--- config.mk ---
export PLATFORM = sky130hd
export DESIGN_NAME = bin_to_bcd_seq
export DESIGN_NICKNAME = d
export VERILOG_FILES = /design/src/rtl/bin_to_bcd_seq.sv
export SDC_FILE = /design/constraint.sdc
export NUM_CORES = 1
export LEC_CHECK = 0
export ABC_AREA = 1
export BUFFER_PORTS_ARGS = -buffer_cell sky130_fd_sc_hd__clkbuf_2
export CORE_ASPECT_RATIO = 0.6
export CORE_MARGIN = 8
export CORE_UTILIZATION = 35
export CTS_CLUSTER_DIAMETER = 100
export DETAILED_ROUTE_END_ITERATION = 8
export GPL_TIMING_DRIVEN = 0
export PLACE_DENSITY_LB_ADDON = 0.08
export SYNTH_ARGS = -nofsm -noshare
export SYNTH_HDL_FRONTEND = slang
export SYNTH_SLANG_ARGS = --single-unit
--- constraint.sdc ---
create_clock -name clk -period 1.7 [get_ports clk]
set_input_delay 0.085 -clock clk [delete_from_list [all_inputs] [get_ports clk]]
set_output_delay 0.085 -clock clk [all_outputs]
set_load 0.1 [all_outputs]
--- src/rtl/bin_to_bcd_seq.sv ---
// bin_to_bcd_seq: sequential double-dabble binary-to-BCD converter with saturation and leading-zero blanking
// ports: clk, rst_n (async active-low); start + numero request a conversion; busy high while iterating;
//        done pulses one cycle with a new result; digits = packed BCD, units in [3:0];
//        overflow = result saturated to all nines; blank[k] = digit k is a leading zero (bit 0 never set)
module bin_to_bcd_seq #(
  parameter int IN_WIDTH = 8,
  parameter int DIGITS = 2
) (
  input  logic                  clk,
  input  logic                  rst_n,
  input  logic                  start,
  input  logic [IN_WIDTH-1:0]   numero,
  output logic                  busy,
  output logic                  done,
  output logic [4*DIGITS-1:0]   digits,
  output logic                  overflow,
  output logic [DIGITS-1:0]     blank
);
  // accumulator wide enough to hold any IN_WIDTH-bit value, even when fewer digits are displayed
  localparam int ID = (DIGITS > (IN_WIDTH + 2) / 3) ? DIGITS : (IN_WIDTH + 2) / 3;
  localparam int CW = $clog2(IN_WIDTH);
  localparam logic [DIGITS-1:0] BLANK_RST = ~DIGITS'(1);
  typedef enum logic {IDLE, SHIFT} state_t;
  state_t state_q, state_d;
  logic [CW-1:0] cnt_q, cnt_d;
  logic [IN_WIDTH-1:0] sh_q, sh_d, sh_n;
  logic [4*ID-1:0] acc_q, acc_d, adj, acc_n;
  logic [4*DIGITS-1:0] digits_q, digits_d, res;
  logic [DIGITS-1:0] blank_q, blank_d, bl;
  logic overflow_q, overflow_d, done_q, done_d, ovf, z;
  always_comb begin
    for (int k = 0; k < ID; k++)
      adj[4*k +: 4] = acc_q[4*k +: 4] >= 4'd5 ? acc_q[4*k +: 4] + 4'd3 : acc_q[4*k +: 4];
    {acc_n, sh_n} = {adj[4*ID-2:0], sh_q, 1'b0};
    // anything above the displayed digits means the value does not fit: saturate to all nines
    ovf = |(acc_n >> (4 * DIGITS));
    res = ovf ? {DIGITS{4'h9}} : acc_n[4*DIGITS-1:0];
    // walk down from the top digit; blank stays set only while every digit so far is zero
    z = 1'b1;
    bl = '0;
    for (int k = DIGITS - 1; k >= 1; k--) begin
      z = z & (res[4*k +: 4] == 4'd0);
      bl[k] = z;
    end
    state_d = state_q;
    cnt_d = cnt_q;
    sh_d = sh_q;
    acc_d = acc_q;
    digits_d = digits_q;
    overflow_d = overflow_q;
    blank_d = blank_q;
    done_d = 1'b0;
    if (state_q == IDLE) begin
      if (start) begin
        state_d = SHIFT;
        sh_d = numero;
        acc_d = '0;
        cnt_d = '0;
      end
    end else begin
      sh_d = sh_n;
      acc_d = acc_n;
      cnt_d = cnt_q + 1'b1;
      if (cnt_q == CW'(IN_WIDTH - 1)) begin
        state_d = IDLE;
        done_d = 1'b1;
        digits_d = res;
        overflow_d = ovf;
        blank_d = bl;
      end
    end
  end
  always_ff @(posedge clk or negedge rst_n) begin
    if (!rst_n) begin
      state_q <= IDLE;
      cnt_q <= '0;
      sh_q <= '0;
      acc_q <= '0;
      digits_q <= '0;
      overflow_q <= 1'b0;
      blank_q <= BLANK_RST;
      done_q <= 1'b0;
    end else begin
      state_q <= state_d;
      cnt_q <= cnt_d;
      sh_q <= sh_d;
      acc_q <= acc_d;
      digits_q <= digits_d;
      overflow_q <= overflow_d;
      blank_q <= blank_d;
      done_q <= done_d;
    end
  end
  assign busy = state_q == SHIFT;
  assign done = done_q;
  assign digits = digits_q;
  assign overflow = overflow_q;
  assign blank = blank_q;
endmodule

* Yosys cells after proc, flatten, opt, wreduce, memory -nomap -nowiden *
Cells that the tools add are included.

storage, ports and cells
  register bits after elaboration = 35
  logic and storage cells = 35

cells by class
  reductions and logical operators = 4
  magnitude comparators = 3
  eq/ne operators = 1
  add/sub/neg operators = 4
  multiplexer cells = 15

operator list
  operator                                                            count
  2-to-1 mux 12 bit                                                   2
  2-to-1 mux 8 bit                                                    3
  greater-or-equal comparator 4 x 3 -> 1 bit (second input constant)  3
  2-to-1 mux 3 bit                                                    3
  adder 4 x 2 -> 4 bit (second input constant)                        2
  2-to-1 mux 4 bit                                                    2
  2-to-1 mux 1 bit                                                    5
  zero test 4 bit                                                     1
  OR reduction 4 bit                                                  1
  adder 3 x 1 -> 3 bit (second input constant)                        1
  adder 3 x 2 -> 3 bit (second input constant)                        1
  equality test 3 bit (second input constant)                         1
  AND reduction 2 bit                                                 1
  nonzero test 2 bit                                                  1

* Longest topological paths before layout *
  depth in word-level cells = 5
  gate-level depth with buffers = 12

* Worst setup path after synthesis *
Ideal clock, no wire load.

  path kind = register -> register
  start = register state_q, in the netlist busy
  end = register digits_q[7], in the netlist digits[7]
  path slack = -97 ps
  data required time = 1579 ps
  clock period less this slack = 1797 ps
  buffers on the path = 1
  cell stages (with the launch flop) = 7
  arrival = 1676 ps
  setup time = 121 ps
  cell sequence = dfrtp_1 buf_4 nand2_2 inv_2 nand3_4 nor2_4 nor2_1

between the ends
  longest elaborated chain between the ends = 1

ends and longest elaborated chain
  what                           line  RTL
  start, declared                24    state_t state_q, state_d;
  start signal, assigned         84    state_q <= state_d;
  AND reduction 2 bit (no line)  --
  end signal, assigned           88    digits_q <= digits_d;
  end, declared                  28    logic [4*DIGITS-1:0] digits_q, digits_d, res;

No other way between the ends.
A chain may end at the register's enable or synchronous reset.

* Worst setup path after layout *
  start = register acc_q[8]
  end = register blank_q[1], in the netlist blank[1]

between the ends
  longest elaborated chain between the ends = 5

ends and longest elaborated chain
  what                                                                                       line  RTL
  start, declared                                                                            27    logic [4*ID-1:0] acc_q, acc_d, adj, acc_n;
  start signal, assigned                                                                     78    acc_q <= '0;
  start signal, assigned                                                                     87    acc_q <= acc_d;
  greater-or-equal comparator 4 x 3 -> 1 bit / adder 3 x 2 -> 3 bit (equally long branches)  33    adj[4*k +: 4] = acc_q[4*k +: 4] >= 4'd5 ? acc_q[4*k +: 4] + 4'd3 : acc_q[4*k +: 4];
  2-to-1 mux 3 bit *                                                                         33
  OR reduction 4 bit *                                                                       36    ovf = |(acc_n >> (4 * DIGITS));
  2-to-1 mux 8 bit *                                                                         37    res = ovf ? {DIGITS{4'h9}} : acc_n[4*DIGITS-1:0];
  zero test 4 bit *                                                                          42    z = z & (res[4*k +: 4] == 4'd0);
  end signal, assigned                                                                       90    blank_q <= blank_d;
  end, declared                                                                              29    logic [DIGITS-1:0] blank_q, blank_d, bl;

Every way passes the cells marked *; elsewhere a longest branch is shown, timed or not.

==> impl_results.md <==
- CTS sink cnt: 35
- Average size of a mapped cell: 9.25 µm²
- Port Buf Inserts: 22
- Prevailing post-synth register cell: dfrtp_1
- Worst-Margin Slew: 0.877 ns
- DR DRC count: 0
- Reported max-cap violation count: 0
- Worst hold path type: input pin to flip-flop
- Critical path peak fanout: 6
- Endpoint arrival time on the critical path: 1.84 ns
- CTS tree: yes
- Final Instance Area: 0.00207 mm²
- H-tree Lvls: 2
- Xor/xnor share of the synthesized area: 0.0103
- WP buf/inv: 2
- Slew HR: 0.415
- Area Growth Syn to Fin: 21.7%
- Register area share after synthesis: 0.515
- Setup Crit Path Kind: flip-flop to flip-flop
- Hpwl dp: 2980 µm
- Most frequent cell after synthesis: dfrtp_1
- Post-synthesis mux area share: 0
- DRT Pass-1 Iters: 4
- Slack of the critical path: 0.0944 ns
- Max clock buf depth: 2
- Post-synthesis adder-cell area fraction: 0.0588
- Routed WL: 3950 µm
- Vias in the first global route: 1399
- RePlAce Congestion: 0.898
- Setup crit start kind: flip-flop
- All-layer global routing usage: 0.111
- Root Buffer Master: clkbuf_8
- DP Worst Slack: 0.0912 ns
- R2r worst-path depth: 12
- Synth Cell Area: 0.00170 mm²
- Worst hold slack: 0.0272 ns
- CP Cell Sequence: inv_2 -> ha_4 -> inv_4 -> nand2_4 -> nand3_4 -> nand2_2 -> nand2_2 -> nor2_4 -> nand3_4 -> nor2_4 -> nand2_2 -> nand2_2
- Area contributors post-synth: dfrtp_1 (50%), nand2_1 (6.8%), ha_1 (5.9%), o22ai_1 (4.8%), inv_1 (3.8%)
- N_diodes: 0
- Skew final: 0.00860 ns
- Syn Inst Count: 184
- Most used cell, CP: nand2_2
- Std-Cell Rows: 19
- Max Transition Viols Final: 0
- # setup viols final: 0
- Post-synthesis async set-or-reset flop share: 1.00
- Compound-gate portion of the synthesized area: 0.136
- Post-synth EDFFs: 0
- Tcrit/Tclk final: 0.944
- Fmax: 623 MHz
- Initial antenna violation count: 0
- Post-synthesis simple-gate area fraction: 0.209
- Largest family of logic cells by synthesized area: simple AND/OR/NAND/NOR gates
- Hold path depth: 3
- Yosys warns: 0
- Initial core utilization: 0.367
- Fin nets: 235
- Core Region: 0.00464 mm²
- Status: complete, no violations
- Hold Vio Cnt, Final: 0
- Largest net degree at the start of global routing: 36
- Post-synthesis register bit count: 35
- GRT overflow: 0
- Horiz. Die Dim: 106 µm
- Die Y-Extent: 70.0 µm
- Die ar.: 0.00742 mm²
- Family with the most delay on the worst path: simple AND/OR/NAND/NOR gates
- CP max stage cell: dfrtp_1
- Placement Cell Area: 0.00189 mm²
- Biggest area consumer among synthesized cells: dfrtp_1
- First-pass GRT wire length: 6570 µm
- Vias: 1353
- Most frequent cells after synthesis: dfrtp_1 (34), nand2_1 (31), inv_1 (17)
- Register clock-pin slew on the reported worst setup and hold paths: 0.07 ns
- Post-route ant nets: 0
- Fin crit period: 1.61 ns
- Synth cell types: 28
- Layout cell share with drive strength beyond 1: 0.346
- WP depth: 12
- Routed length per instance: 14.1 µm
- CP Capture Type: flip-flop
- Req. time, crit path: 1.93 ns
- Syn_nets: 203
- RSZ-0062 raised after global routing: true
- # IOs: 24
- CP peak stage delay: 0.42 ns
- Iter 0 DRT Violations: 62
- Area share of the largest cell type after synthesis: 0.500
- Worst skew pair latency: 0.29 ns
- Clock buffer count from CTS: 5
- Vias per cell: 4.83
cells by family after synthesis:
group           after synthesis
simple gates                 71
buf+inv                      28
compound gates               39
flops                        35
other cells                   1
fa+ha+maj                     8
xor+xnor                      2
flip-flops by register name, indices dropped and copies added, names as in the netlist:
name,cells
acc_q,12
digits,8
sh_q,8
cnt_q,3
blank,1
busy,1
done,1
overflow,1
area by class of cell:
class                      instances  area, µm²
fill                             447       2560
sequential                        35        878
multi-input combinational        121        778
timing repair buffer              25        135
inverter                          23       88.8
tap                               63       78.8
clock buffer                       7       76.3
buffer                             5       30.0
clock inverter                     1       5.00
routing by layer:
metal  vias to the layer above  GRT usage  share of wire
li1                        677          -              -
met1                       650      0.140           0.49
met2                        21      0.168           0.45
met3                         5     0.0430          0.052
met4                         0     0.0419         0.0096
met5                         -          0              0
per-stage QoR:
stage               utilization  TNS (ns)  std cells
floorplan                     -         0        184
global placement          0.408         0        269
detailed placement        0.408         0        269
CTS                       0.428         0        278
global route              0.447   -0.0255        280
finish                    0.447         0        280
worst reg2reg max path: cells and delay by family, from the launching register on:
kind                       cells  cell delay, ns
and+or+nand+nor                9            0.83
adders and majority gates      1            0.15
DFF                            1            0.42
buffers and inverters          2            0.15
cell usage in the layout (no fill, tap or decap), types with 3 or more instances in the layout:
cell	netlist	routed
dfrtp_1	34	33
nand2_1	31	23
clkbuf_2	0	22
nor2_1	16	15
o22ai_1	13	13
inv_1	17	12
inv_2	6	10
nand2_2	3	10
o21ai_0	9	9
nor3_1	7	7
o21ai_1	8	6
ha_1	8	6
clkbuf_8	0	5
buf_4	2	4
nor2_4	4	4
a21oi_1	4	4
buf_2	3	3
nand3_1	4	3
worst paths after layout:
kind                           start        end  slack [ns]
min in group asynchronous      rst_n  digits[3]        0.44
max in group asynchronous      rst_n       busy        0.64
min                        numero[0]    sh_q[0]        0.03
min reg2reg                 blank[1]   blank[1]        0.47
max reg2reg                 acc_q[8]   blank[1]        0.09
max                         acc_q[8]   blank[1]        0.09
what timing repair did:
item | 4_1_cts | 5_1_grt
gates resized for setup | 0 | 24
hold buffers | 1 | 0
buffers inserted | 0 | 2
setup endpoints to repair | 0 | 10
hold endpoints to repair | 34 | 0
Power is left out: the tool's default activity adds up to more than one toggle a clock period on the data nets, which glitch-free logic cannot reach.
